--- config.mk ---
export PLATFORM = sky130hd
export DESIGN_NAME = jk_register_bank
export DESIGN_NICKNAME = d
export VERILOG_FILES = /design/src/rtl/jk_register_bank.sv
export SDC_FILE = /design/constraint.sdc
export NUM_CORES = 1
export LEC_CHECK = 0
export ABC_AREA = 1
export CAP_MARGIN = 20
export CELL_PAD_IN_SITES_DETAIL_PLACEMENT = 0
export CELL_PAD_IN_SITES_GLOBAL_PLACEMENT = 1
export CORE_AREA = 3 3 50 52
export DETAILED_ROUTE_END_ITERATION = 10
export DIE_AREA = 0 0 53 55
export GPL_TIMING_DRIVEN = 0
export HOLD_SLACK_MARGIN = 0.15
export PLACE_DENSITY_LB_ADDON = 0.1
export SLEW_MARGIN = 15
export SYNTH_ARGS = -nofsm -noshare
export SYNTH_HDL_FRONTEND = slang
export SYNTH_SLANG_ARGS = --single-unit
--- constraint.sdc ---
create_clock -name clk -period 3.5 [get_ports clk]
set_input_delay 1.05 -clock clk [delete_from_list [all_inputs] [get_ports clk]]
set_output_delay 1.05 -clock clk [all_outputs]
set_load 0.02 [all_outputs]
--- src/rtl/jk_register_bank.sv ---
// rtl/jk_register_bank.sv - WIDTH-bit register bank: per-bit JK, parallel load, bidirectional shift, up/down count
module jk_register_bank #(
  parameter int               WIDTH     = 4,
  parameter logic [WIDTH-1:0] RESET_VAL = '0
) (
  input  logic             clk,
  input  logic             rst,
  input  logic             en,
  input  logic [1:0]       mode,
  input  logic [WIDTH-1:0] j,
  input  logic [WIDTH-1:0] k,
  input  logic [WIDTH-1:0] d,
  input  logic             dir,
  input  logic             ser_in,
  output logic [WIDTH-1:0] q,
  output logic [WIDTH-1:0] qbar,
  output logic             ser_out,
  output logic             tc
);

  typedef enum logic [1:0] {
    MODE_JK    = 2'b00,
    MODE_LOAD  = 2'b01,
    MODE_SHIFT = 2'b10,
    MODE_COUNT = 2'b11
  } mode_t;

  logic [WIDTH-1:0] r_q;
  logic [WIDTH-1:0] w_next;
  mode_t            w_mode;

  assign w_mode = mode_t'(mode);

  always_comb begin
    w_next = r_q;
    unique case (w_mode)
      MODE_JK:    w_next = (j & ~r_q) | (~k & r_q);
      MODE_LOAD:  w_next = d;
      MODE_SHIFT: w_next = dir ? {ser_in, r_q[WIDTH-1:1]} : {r_q[WIDTH-2:0], ser_in};
      MODE_COUNT: w_next = dir ? r_q - 1'b1 : r_q + 1'b1;
      default:    w_next = r_q;
    endcase
  end

  always_ff @(posedge clk or posedge rst) begin
    if (rst) begin
      r_q <= RESET_VAL;
    end else if (en) begin
      r_q <= w_next;
    end
  end

  assign q       = r_q;
  assign qbar    = ~r_q;
  assign ser_out = dir ? r_q[0] : r_q[WIDTH-1];
  // Terminal value is all-ones counting up, zero counting down; gated so it can cascade into en.
  assign tc      = en && (w_mode == MODE_COUNT) && (dir ? (r_q == '0) : (&r_q));

endmodule

==> out/summary.md <==
• complete, no violations — run status
• q[2] — Reg-to-Reg Start
• 0 — final setup vio count
• primary input — CP Launch Type
• 0 — endpoints failing hold
• 89 — number of instances in the synthesized netlist
• 0 — pins over their slew limit
• 0 — Post-DRT Antenna Nets
• yes — CTS tree
• 5.81 um^2 — Synth Area per Inst
• 0.122 — global-route total usage across every layer
• 3 — total CTS buffers
• 822 um^2 — DP Area
• 0 — # Post-CTS Setup Buffers
• 0.04 ns — clock input transition at the sequential cells of the worst setup and hold paths
• 592 — via count of the first global-routing pass
• 0.632 ns — WHS
• 55 um — die span in y
• -0.380 ns — pre-CTS setup slack
• sky130_fd_sc_hd__clkbuf_4 — root buffer selected by CTS
• 2.05 ns — R2R Setup Slk
• 18 — count of cell types in the netlist
• q[2] — hold path endpoint
• 53 um — Die Width
• 4 — clock sink count
• 0.23 ns — clock network latency to the later pin of the worst-skew pair
• 2 — Hold Crit Depth
• 1.28 mm — Final HPWL DP
• 0.000166 W — internal power component
• 4 — flip-flop and latch count after synthesis
• 0.241 — initial cell density of the core
• 10 — maximum number of pins on one net before global-route repair
• sky130_fd_sc_hd__dfrtp_1 — cell taking the most area after synthesis
• no — setup repair after global routing missed its margin
• 517 um^2 — Cell Area, Synth
• 0 — leftover overflow at the end of global routing
• output pin — CP endpoint kind
• 1.57 mm — aggregate routed wire length
• 111 — synthesized netlist net count
• 0.750 — Final Wtd Congestion
• 0.204 — relative contribution of the clock network to total power
• primary input to output pin — Worst Setup Path Type
• 3.40 ns — time the final worst path needs with I/O delays and setup
• 7 — top fanout value on the critical path
• 4 — number of flip-flops under the largest register name
• 2.57 mm — first-pass GRT wire length
• 0.126 — share of final-layout standard cells stronger than drive strength 1
• 7 — violation count after the first detailed-routing iteration
• 0.413 — switching share of power
• 0.000193 ns — worst-case clock skew
• 0.194 — post-synthesis sequential area ratio
• 2 — maximum clock insertion buffer count
• 0.000117 W — Psw
• 4.41 — vias per cell
• 0.797 — max-slew headroom at the worst pin
• 0 — residual DRC count
• 63.2% — layout overhead on the synthesized area
• 10.7 um — routed wirelength normalized by instance count
• 177 uV — largest vdd supply drop
• flip-flop to flip-flop — kind of path behind the tightest hold check
• 5 — Worst Reg-to-Reg Cells
• 0 — initial antenna violation count
• 17 — cell row count
• 1 — Max H-tree Level
• 0.305 ns — transition time of the tightest slew-check pin
• 0.553 — Combinational Power Share
• 0.972 — Final Cycle Share
• 649 — DR vias
• 336 nW/um^2 — pwr/cell area
• 0.0971 ns — Worst Slack Setup Final
• 0.194 — fraction of post-synthesis cell area in the top cell type by area
• 29 — number of primary I/O pins
• 4 — number of search-and-repair iterations in the first detailed-routing pass
• 27 — I/O Buffers
• 0.000284 W — sum of internal, switching and leakage power
• 2.35 ns — data arrival time of the critical path
• 0 — synth warn
• q[3] — Reg2Reg Capture Point
• q[2] — launch point of the worst hold path
• 143 — Final #Nets
• 2920 um^2 — DIE AREA
• 0.394 nW — leakage
• sky130_fd_sc_hd__dfrtp_1 (19%), sky130_fd_sc_hd__nand2_1 (19%), sky130_fd_sc_hd__nand3_1 (12%), sky130_fd_sc_hd__nor2_1 (11%), sky130_fd_sc_hd__o211ai_1 (8.7%) — largest cells by area after synthesis
• 0.243 — proportion of power drawn by flip-flops and latches
• 2.45 ns — critical path required time
• 294 MHz — maximum clock frequency
• 0 — antenna fix cells
• 0 — Max-cap violations
• 2150 um^2 — core region area
• 843 um^2 — post-route design area
through the flow:
step | utilization | TNS (ns) | std cells
finish | 0.393 | 0 | 147
global route | 0.393 | 0 | 147
CTS | 0.393 | 0 | 147
detailed placement | 0.383 | -0.568 | 144
global placement | 0.383 | -0.563 | 144
floorplan | - | 0 | 89
final cells by class:
| type | instances | area, um^2 |
|---|---|---|
| Buffer | 3 | 20.0 |
| Timing Repair Buffer | 27 | 269 |
| Multi-Input combinational cell | 71 | 355 |
| Tap cell | 28 | 35.0 |
| Clock buffer | 3 | 22.5 |
| Sequential cell | 4 | 100 |
| Inverter | 11 | 41.3 |
| Fill cell | 238 | 1310 |
metal layers:
metal	vias to the layer above	track usage	wire, um
met4	0	0.0723	17
met1	284	0.166	729
met3	2	0.00804	62
li1	346	-	-
met2	17	0.188	762
met5	-	0	0
worst max-delay path by stage:
stage,from,end,cells past startpoint
6_report,mode[0],tc,6
5_1_grt,mode[0],tc,6
4_1_cts,mode[0],tc,6
3_5_place_dp,dir,tc,7
3_3_place_gp,dir,tc,7
2_1_floorplan,dir,tc,6
worst max-delay path, cell delays in order:
cell and delay [ns]:
sky130_fd_sc_hd__clkdlybuf4s50_1 0.64, sky130_fd_sc_hd__nand2_1 0.12, sky130_fd_sc_hd__clkinv_1 0.11, sky130_fd_sc_hd__nand2_1 0.06, sky130_fd_sc_hd__a21oi_1 0.11, sky130_fd_sc_hd__clkdlybuf4s15_2 0.27
power groups by stage:
| stage | combinational [W] | clock, W | sequential, W |
|---|---|---|---|
| 3_3_place_gp | 0.000159 | 0 | 0.0000698 |
| 6_report | 0.000157 | 0.0000578 | 0.0000688 |
| 4_1_cts | 0.000159 | 0.0000602 | 0.0000693 |
| 2_1_floorplan | 0.0000795 | 0 | 0.0000747 |
| 3_5_place_dp | 0.000160 | 0 | 0.0000700 |
| 5_1_grt | 0.000178 | 0.0000618 | 0.0000712 |
placed cells by master, fill, tap and decap left out:
cell,n
sky130_fd_sc_hd__nor3_1,1
sky130_fd_sc_hd__dfrtp_1,4
sky130_fd_sc_hd__o21ai_0,1
sky130_fd_sc_hd__buf_4,2
sky130_fd_sc_hd__nor2_1,15
sky130_fd_sc_hd__dlygate4sd2_1,2
sky130_fd_sc_hd__o211ai_1,6
sky130_fd_sc_hd__ha_1,2
sky130_fd_sc_hd__nand2_1,26
sky130_fd_sc_hd__nor2_2,2
sky130_fd_sc_hd__nand2_2,2
sky130_fd_sc_hd__inv_2,3
sky130_fd_sc_hd__clkdlybuf4s50_1,24
sky130_fd_sc_hd__buf_2,1
sky130_fd_sc_hd__fa_1,1
sky130_fd_sc_hd__inv_1,7
sky130_fd_sc_hd__clkinv_1,1
sky130_fd_sc_hd__or2_2,1
sky130_fd_sc_hd__nand3_1,12
sky130_fd_sc_hd__clkdlybuf4s15_2,1
sky130_fd_sc_hd__clkbuf_4,3
sky130_fd_sc_hd__a21oi_1,2
kinds of logic after synthesis:
logic type      synth area share
simple gates               0.484
flops                      0.194
fa+ha+maj                 0.0872
compound gates             0.116
buf+inv                    0.119
cells in the mapped netlist:
cell type / number
sky130_fd_sc_hd__o21ai_0: 1
sky130_fd_sc_hd__ha_1: 2
sky130_fd_sc_hd__o211ai_1: 6
sky130_fd_sc_hd__buf_2: 1
sky130_fd_sc_hd__buf_4: 2
sky130_fd_sc_hd__nor3_1: 1
sky130_fd_sc_hd__nor2_2: 2
sky130_fd_sc_hd__or2_2: 1
sky130_fd_sc_hd__clkinv_1: 1
sky130_fd_sc_hd__inv_1: 7
sky130_fd_sc_hd__inv_2: 3
sky130_fd_sc_hd__nand3_1: 12
sky130_fd_sc_hd__dfrtp_1: 4
sky130_fd_sc_hd__a21oi_1: 2
sky130_fd_sc_hd__nor2_1: 15
sky130_fd_sc_hd__nand2_1: 26
sky130_fd_sc_hd__fa_1: 1
sky130_fd_sc_hd__nand2_2: 2
what timing repair did:
item | 4_1_cts | 5_1_grt
endpoints found under the setup margin | 2 | 0
gates resized for setup | 5 | 0
hold buffers | 0 | 0
Note: power is estimated with default switching activity, not from simulation.
